### src/rtl/wb_seq_pkg.sv
// Shared types and constants for the Wishbone sequence initiator.
package wb_seq_pkg;

   typedef enum logic [1:0] {
      StIdle,
      StReq,
      StGap,
      StFin
   } state_e;

   localparam logic [3:0]  SEL_ALL         = 4'b1111;
   localparam int unsigned TIMEOUT_DEFAULT = 255;
   localparam int unsigned TO_W            = 16;

endpackage

### src/rtl/wb_seq_timeout.sv
// Loadable down-counter; expired is high once the count reaches zero.
module wb_seq_timeout
   import wb_seq_pkg::*;
(
   input  logic            clk,
   input  logic            rst_n,
   input  logic            load,
   input  logic [TO_W-1:0] load_val,
   input  logic            run,
   output logic            expired
);

   logic [TO_W-1:0] cnt_q;

   always_ff @(posedge clk or negedge rst_n) begin
      if (!rst_n) begin
         cnt_q <= '0;
      end else if (load) begin
         cnt_q <= load_val;
      end else if (run && (cnt_q != '0)) begin
         cnt_q <= cnt_q - 1'b1;
      end
   end

   assign expired = (cnt_q == '0);

endmodule

### src/rtl/wb_seq_master.sv
// Wishbone classic initiator issuing single-beat read/write sequences.
// Optional per-beat ack timeout is enabled by defining WBM_TIMEOUT_EN.
module wb_seq_master
   import wb_seq_pkg::*;
#(
   parameter logic [23:0] ADDR_HI = 24'h000000,
   parameter int unsigned TIMEOUT = TIMEOUT_DEFAULT
) (
   input  logic        wb_clk_i,
   input  logic        wb_rst_i,
   input  logic        cmd_valid,
   output logic        cmd_ready,
   input  logic        cmd_we,
   input  logic [7:0]  cmd_addr,
   input  logic [7:0]  cmd_len,
   input  logic [31:0] cmd_seed,
   output logic        rd_valid,
   output logic [31:0] rd_data,
   output logic        busy,
   output logic        done,
   output logic        err,
   output logic        wbm_cyc_o,
   output logic        wbm_stb_o,
   output logic        wbm_we_o,
   output logic [3:0]  wbm_sel_o,
   output logic [31:0] wbm_adr_o,
   output logic [31:0] wbm_dat_o,
   input  logic        wbm_ack_i,
   input  logic [31:0] wbm_dat_i
);

   state_e      state_q, state_d;
   logic [8:0]  beat_q, beat_d;
   logic        we_q, we_d;
   logic [7:0]  addr_q, addr_d;
   logic [7:0]  len_q, len_d;
   logic [31:0] seed_q, seed_d;
   logic        rd_valid_q, rd_valid_d;
   logic [31:0] rd_data_q, rd_data_d;
   logic        cyc_q, stb_q, wbm_we_q, busy_q, done_q, ready_q;
   logic [3:0]  sel_q;
   logic [7:0]  adr_q;
   logic [31:0] dat_q;
   logic        cyc_d, stb_d;

`ifdef WBM_TIMEOUT_EN
   logic err_q, err_d;
   logic to_expired;

   wb_seq_timeout u_timeout (
      .clk      (wb_clk_i),
      .rst_n    (wb_rst_i),
      .load     ((state_d == StReq) && (state_q != StReq)),
      .load_val (TO_W'(TIMEOUT - 1)),
      .run      (state_q == StReq),
      .expired  (to_expired)
   );

   assign err = err_q;
`else
   assign err = 1'b0;
`endif

   always_comb begin
      state_d    = state_q;
      beat_d     = beat_q;
      we_d       = we_q;
      addr_d     = addr_q;
      len_d      = len_q;
      seed_d     = seed_q;
      rd_valid_d = 1'b0;
      rd_data_d  = rd_data_q;
`ifdef WBM_TIMEOUT_EN
      err_d      = err_q;
`endif
      unique case (state_q)
         StIdle: begin
            if (cmd_valid) begin
               we_d    = cmd_we;
               addr_d  = cmd_addr;
               len_d   = cmd_len;
               seed_d  = cmd_seed;
               beat_d  = 9'd0;
`ifdef WBM_TIMEOUT_EN
               err_d   = 1'b0;
`endif
               state_d = StReq;
            end
         end
         StReq: begin
            if (wbm_ack_i) begin
               rd_valid_d = ~we_q;
               if (!we_q) rd_data_d = wbm_dat_i;
               // Counter is 9 bits but stops at len, so 256 beats never wrap it.
               if (beat_q == {1'b0, len_q}) begin
                  state_d = StFin;
               end else begin
                  beat_d  = beat_q + 9'd1;
                  state_d = StGap;
               end
            end
`ifdef WBM_TIMEOUT_EN
            else if (to_expired) begin
               err_d   = 1'b1;
               state_d = StFin;
            end
`endif
         end
         StGap:   state_d = StReq;
         StFin:   state_d = StIdle;
         default: state_d = StIdle;
      endcase
   end

   // Bus outputs are registered from the next state so they change on the edge.
   assign cyc_d = (state_d == StReq) || (state_d == StGap);
   assign stb_d = (state_d == StReq);

   always_ff @(posedge wb_clk_i or negedge wb_rst_i) begin
      if (!wb_rst_i) begin
         state_q    <= StIdle;
         beat_q     <= 9'd0;
         we_q       <= 1'b0;
         addr_q     <= 8'd0;
         len_q      <= 8'd0;
         seed_q     <= 32'd0;
         rd_valid_q <= 1'b0;
         rd_data_q  <= 32'd0;
         cyc_q      <= 1'b0;
         stb_q      <= 1'b0;
         wbm_we_q   <= 1'b0;
         sel_q      <= 4'b0000;
         adr_q      <= 8'd0;
         dat_q      <= 32'd0;
         busy_q     <= 1'b0;
         done_q     <= 1'b0;
         ready_q    <= 1'b1;
`ifdef WBM_TIMEOUT_EN
         err_q      <= 1'b0;
`endif
      end else begin
         state_q    <= state_d;
         beat_q     <= beat_d;
         we_q       <= we_d;
         addr_q     <= addr_d;
         len_q      <= len_d;
         seed_q     <= seed_d;
         rd_valid_q <= rd_valid_d;
         rd_data_q  <= rd_data_d;
         cyc_q      <= cyc_d;
         stb_q      <= stb_d;
         wbm_we_q   <= cyc_d & we_d;
         sel_q      <= stb_d ? SEL_ALL : 4'b0000;
         adr_q      <= addr_d + beat_d[7:0];
         dat_q      <= seed_d + 32'(beat_d);
         busy_q     <= (state_d != StIdle);
         done_q     <= (state_d == StFin);
         ready_q    <= (state_d == StIdle);
`ifdef WBM_TIMEOUT_EN
         err_q      <= err_d;
`endif
      end
   end

   assign cmd_ready = ready_q;
   assign rd_valid  = rd_valid_q;
   assign rd_data   = rd_data_q;
   assign busy      = busy_q;
   assign done      = done_q;
   assign wbm_cyc_o = cyc_q;
   assign wbm_stb_o = stb_q;
   assign wbm_we_o  = wbm_we_q;
   assign wbm_sel_o = sel_q;
   assign wbm_adr_o = {ADDR_HI, adr_q};
   assign wbm_dat_o = dat_q;

endmodule

### config.mk
export PLATFORM = sky130hd
export DESIGN_NAME = wb_seq_master
export DESIGN_NICKNAME = d
export VERILOG_FILES = /design/src/rtl/wb_seq_pkg.sv /design/src/rtl/wb_seq_timeout.sv /design/src/rtl/wb_seq_master.sv
export SDC_FILE = /design/constraint.sdc
export NUM_CORES = 1
export LEC_CHECK = 0
export ABC_AREA = 0
export BUFFER_PORTS_ARGS = -buffer_cell sky130_fd_sc_hd__buf_2
export CORE_AREA = 5 5 131 133
export DETAILED_ROUTE_END_ITERATION = 12
export DIE_AREA = 0 0 136 138
export PLACE_DENSITY_LB_ADDON = 0.1
export SYNTH_ARGS = -nofsm -noshare
export SYNTH_HDL_FRONTEND = slang
export SYNTH_SLANG_ARGS = --single-unit
### constraint.sdc
create_clock -name wb_clk_i -period 8 [get_ports wb_clk_i]
set_input_delay 1.2 -clock wb_clk_i [delete_from_list [all_inputs] [get_ports wb_clk_i]]
set_output_delay 1.2 -clock wb_clk_i [all_outputs]
set_load 0.02 [all_outputs]
---- Word level (Yosys, flattened, before mapping) ----
Index checks and enable logic that the tools add are counted.
cells by class
  shifts and indexed selects .............. 0
  $add $sub $neg .......................... 3
  multiply operators ...................... 0
  order comparisons ....................... 0
  equality and inequality tests ........... 7
  reductions and logical operators ........ 6
  muxes and demuxes ....................... 17
  bitwise operators ....................... 2
  div/mod/pow operators ................... 0
operators with widths
  kind                 count
  $mux 32              2
  $add 32x9->32        1
  $mux 9               3
  $pmux 9 s2           1
  $mux 8               2
  $add 9x1->9 const B  1
  $eq 9x8->1           1
  $add 8x8->8          1
  $eq 2x2->1 const B   4
  $pmux 2 s4           1
  $mux 1               5
  $eq 2x1->1 const B   2
  $logic_not 2->1      2
  $mux 2               2
  $mux 4               1
  $reduce_and 3->1     1
  $reduce_and 2->1     1
  $reduce_bool 2->1    1
  $and 1x1->1          1
  $logic_or 1x1->1     1
  $not 1->1            1
word-level totals
  latch bits .............................. 0
  memory bits (writable) .................. 0
  output and inout bits ................... 108
  word-level logic and storage cells ...... 52
  memories kept ........................... 0
  input bits .............................. 85
  memory bits (read-only) ................. 0
  bits in registers ....................... 143

---- Longest topological paths before layout ----
  depth after elaboration ................. 7
  gate-level depth with buffers ........... 18

---- Worst setup path after synthesis ----
No wires, ideal clock.
  kind .................................... input to register
  start point ............................. input cmd_valid
  end point ............................... register adr_q[5]
  setup slack ............................. 3.159 ns
  library setup time ...................... 0.123 ns
  cell stages on the path ................. 13
  data required time ...................... 7.877 ns
  path buffers ............................ 5
  arrival ................................. 4.719 ns
  path through ............................ nor3b_2 buf_2 clkbuf_1 clkbuf_1 clkbuf_1 buf_1 nor2_1 ha_1 maj3_2 a21o_1 maj3_2 maj3_2 xnor2_1
on the way
  longest elaborated chain between the ends .. 3
RTL lines
  item                  line                  source
  start, declared       wb_seq_master.sv:11   input logic cmd_valid,
  $mux 9                wb_seq_master.sv:78   if (cmd_valid) begin
  $pmux 9 s2            wb_seq_master.sv:76   unique case (state_q)
  net beat_d[0]         wb_seq_master.sv:33   logic [8:0] beat_q, beat_d;
  $add 8x8->8           wb_seq_master.sv:154  adr_q <= addr_d + beat_d[7:0];
  end signal, assigned  wb_seq_master.sv:154
  end, declared         wb_seq_master.sv:42   logic [7:0] adr_q;
The timed path passes the listed nets, and every way through them passes these cells.
A chain may end at the register's enable or synchronous reset.

---- Worst setup path in the final report ----
  start point ............................. input cmd_valid
  end point ............................... register dat_q[16], in the netlist wbm_dat_o[16]
on the way
  longest elaborated chain between the ends .. 3
RTL lines
  item                  line                  source
  $mux 32               wb_seq_master.sv:78
  $mux 32               wb_seq_master.sv:76
  net seed_d[9]         wb_seq_master.sv:37   logic [31:0] seed_q, seed_d;
  $add 32x9->32         wb_seq_master.sv:155  dat_q <= seed_d + 32'(beat_d);
  end signal, assigned  wb_seq_master.sv:155
  end, declared         wb_seq_master.sv:43   logic [31:0] dat_q;
The timed path passes the listed nets, and every way through them passes these cells.

==> results.md <==
- Site row count: 46
- Cell accounting for the most synthesized area: dfrtp_1
- Tcrit/Tclk final: 55.04%
- Placer Congestion: 0.8889
- Slowest-stage cell, CP: a31oi_1
- Sequential fraction of the synthesis area: 52.27%
- Diode count: 0
- CP top delay family: compound AO/OA/AOI/OAI gates
- Layout Area Growth over Synthesis: 23.05%
- Clock Sinks: 139
- P_leak: 0.004034 uW
- Synth area leaders: dfrtp_1 52%, nand2_1 7.4%, mux2_2 5.8%, xnor2_1 5.7%, buf_4 3.3%
- Number of global-route vias before repair: 5,030
- Worst slew pin tran: 1.166 ns
- CTS Hold Bufs: 0
- Most frequent cells in the layout: 166 x buf_2, 138 x dfrtp_1, 131 x nand2_1, 43 x xnor2_1, 34 x mux2_2
- Via count: 5,023
- Mean Syn Cell Area: 10.67 um^2
- Clk_lat worst skew: 0.41 ns
- Final setup fails: 0
- Total Power: 3459 uW
- Worst path depth: 8
- Startpoint types: primary input
- WP data required: 8.29 ns
- R2R depth: 11
- Final antenna-violating net count: 0
- Slew Limit Fails: 0
- Count of different cell masters after synthesis: 64
- Slew HR: 21.90%
- CTS tree: built
- Critical Path Sink Type: register
- # nets final: 883
- Core area: 0.01571 mm^2
- Vias per Instance: 4.949
- RSZ-0062 raised after global routing: false
- Fraction of registers with async set/reset: 100.0%
- Synth Flop Type: dfrtp_1
- Fmax achieved: 227.1 MHz
- Initial DRC count: 228
- Area of the die: 0.01877 mm^2
- Drt pass-1 iters: 5
- Initial antenna violation count: 3
- GRT Overall Usage: 17.88%
- Cell chain of the critical path: buf_2, nor3b_4, mux2i_1, clkinv_1, and3_1, a31oi_1, a21oi_1, xor2_1
- Final hold violations: 0
- Reg area: 0.003480 mm^2
- Final WL: 16.74 mm
- Post-synth top area share: 51.88%
- Remaining global-route overflow: 0
- Maximum VDD drop: 0.1659 mV
- Flops & latches, synth: 139
- Clock transition at path regs: 0.06 ns
- Share of layout cells above drive strength 1: 31.79%
- Worst-case clock skew: 0.008760 ns
- Die Span X: 136 um
- Minimum clock period: 4.403 ns
- Global-route wire length before repair: 26.74 mm
- I/O Pins: 193
- Crit Path Max Fanout: 11
- EDFF count, synth: 0
- Critical path type: in -> reg
- Pwr dens: 422.3 mW/mm^2
- Slowest Stage Delay on Critical Path: 0.93 ns
- Total setup buffers inserted after CTS: 0
- Post-Syn Area: 0.006656 mm^2
- Largest net degree at the start of global routing: 91
- Hold Path Class: reg -> reg
- CP arrival: 4.69 ns
- Commonest non-fill, non-tap cell in the layout: buf_2
- Max Cap Viol: 0
- Sum Neg Setup Slack: 0 ns
- H-tree levels: 4
- Status: finished, final reports clean
- Post_cts resized: 0
- Hpwl dp: 12.42 mm
- Inserted Clock Buffers: 17
- Starting Density: 42.36%
- WL/cell: 16.50 um
- IO buf count: 167
- Synth Instances: 624
- Clock Tree Root: clkbuf_16
- Fill count: 1,465
- WP buf/inv: 2
- Max clock buf depth: 2
- Drt drc: 0
- Synth warnings: 0
- Multi-input logic area: 0.002843 mm^2
- Die Y: 138 um
- Hold depth: 2
==> final cells by class <==
| class | count | share of cell area (%) |
|---|---|---|
| clock buffers | 20 | 5.576 |
| clock inverters | 11 | 2.047 |
| inverters | 27 | 1.237 |
| multi-input cells | 431 | 34.71 |
| flip-flops and latches | 139 | 42.48 |
| well taps | 216 | 3.300 |
| repair buffers | 171 | 10.65 |
==> through the flow <==
step / hold WS [ns] / cells / setup WS (ns) / area (um^2) / utilization, %
final: 0.4772 / 1015 / 3.597 / 8190 / 52.13
after global routing: 0.5057 / 1015 / 3.359 / 8190 / 52.13
after CTS: 0.4804 / 1015 / 3.553 / 8190 / 52.13
after detailed placement: 0.4659 / 984 / 3.128 / 7566 / 48.15
after global placement: 0.4656 / 984 / 3.154 / 7566 / 48.15
after floorplan: 0.4442 / 648 / 3.159 / 6746 / -
==> flip-flops by register name, indices dropped and copies added, names as in the netlist, 2 cells and up <==
signal     flops
addr_q         8
adr_q          8
beat_q         9
len_q          8
rd_data       32
seed_q        32
state_q        2
wbm_dat_o     32
==> cell families after synthesis <==
| group | after synthesis | synth area share, % |
|---|---|---|
| fa+ha+maj | 17 | 3.026 |
| other cells | 1 | 0.05634 |
| flops | 139 | 52.27 |
| xor+xnor | 55 | 7.237 |
| compound gates | 77 | 8.158 |
| simple gates | 206 | 14.38 |
| buf+inv | 78 | 6.504 |
| mux | 51 | 8.365 |
==> power by group <==
group | internal, uW | switching [uW]
Clock | 536 | 299
Sequential | 1040 | 144
Combinational | 528 | 916
==> Yosys cell counts (all sizes together) (10+ instances only) <==
cell	n
nand3	11
buf	41
mux2	34
nor2	17
clkbuf	10
ha	11
inv	26
xor2	12
nand2	131
mux2i	17
o21ai	15
xnor2	43
dfrtp	138
a21oi	14
==> tightest hold or removal path: stages, from the launching register on <==
cell and delay [ns]:
dfrtp_1 0.32, nand2_1 0.04, nand2_1 0.07
==> final timing paths <==
kind | from | to | slack (ns)
worst max-delay path | cmd_valid | wbm_dat_o[16]$_DFF_PN0_ | 3.60
worst min-delay path | seed_q[8]$_DFF_PN0_ | seed_q[8]$_DFF_PN0_ | 0.48
worst max register to register | beat_q[0]$_DFF_PN0_ | wbm_dat_o[16]$_DFF_PN0_ | 3.68
worst min register to register | seed_q[8]$_DFF_PN0_ | seed_q[8]$_DFF_PN0_ | 0.48
max in group asynchronous | wb_rst_i | wbm_dat_o[7]$_DFF_PN0_ | 5.98
min in group asynchronous | wb_rst_i | rd_data[30]$_DFFE_PN0P_ | 0.85
==> per-layer routing <==
| layer | GRT usage [%] | wire length (um) | vias up |
|---|---|---|---|
| met3 | 4.427 | 1166 | 20 |
| met5 | 0 | 39 | - |
| met4 | 5.305 | 177 | 4 |
| met1 | 24.47 | 7689 | 2409 |
| met2 | 28.16 | 7670 | 184 |
| li1 | - | - | 2406 |
(Power assumes the default switching activity.)
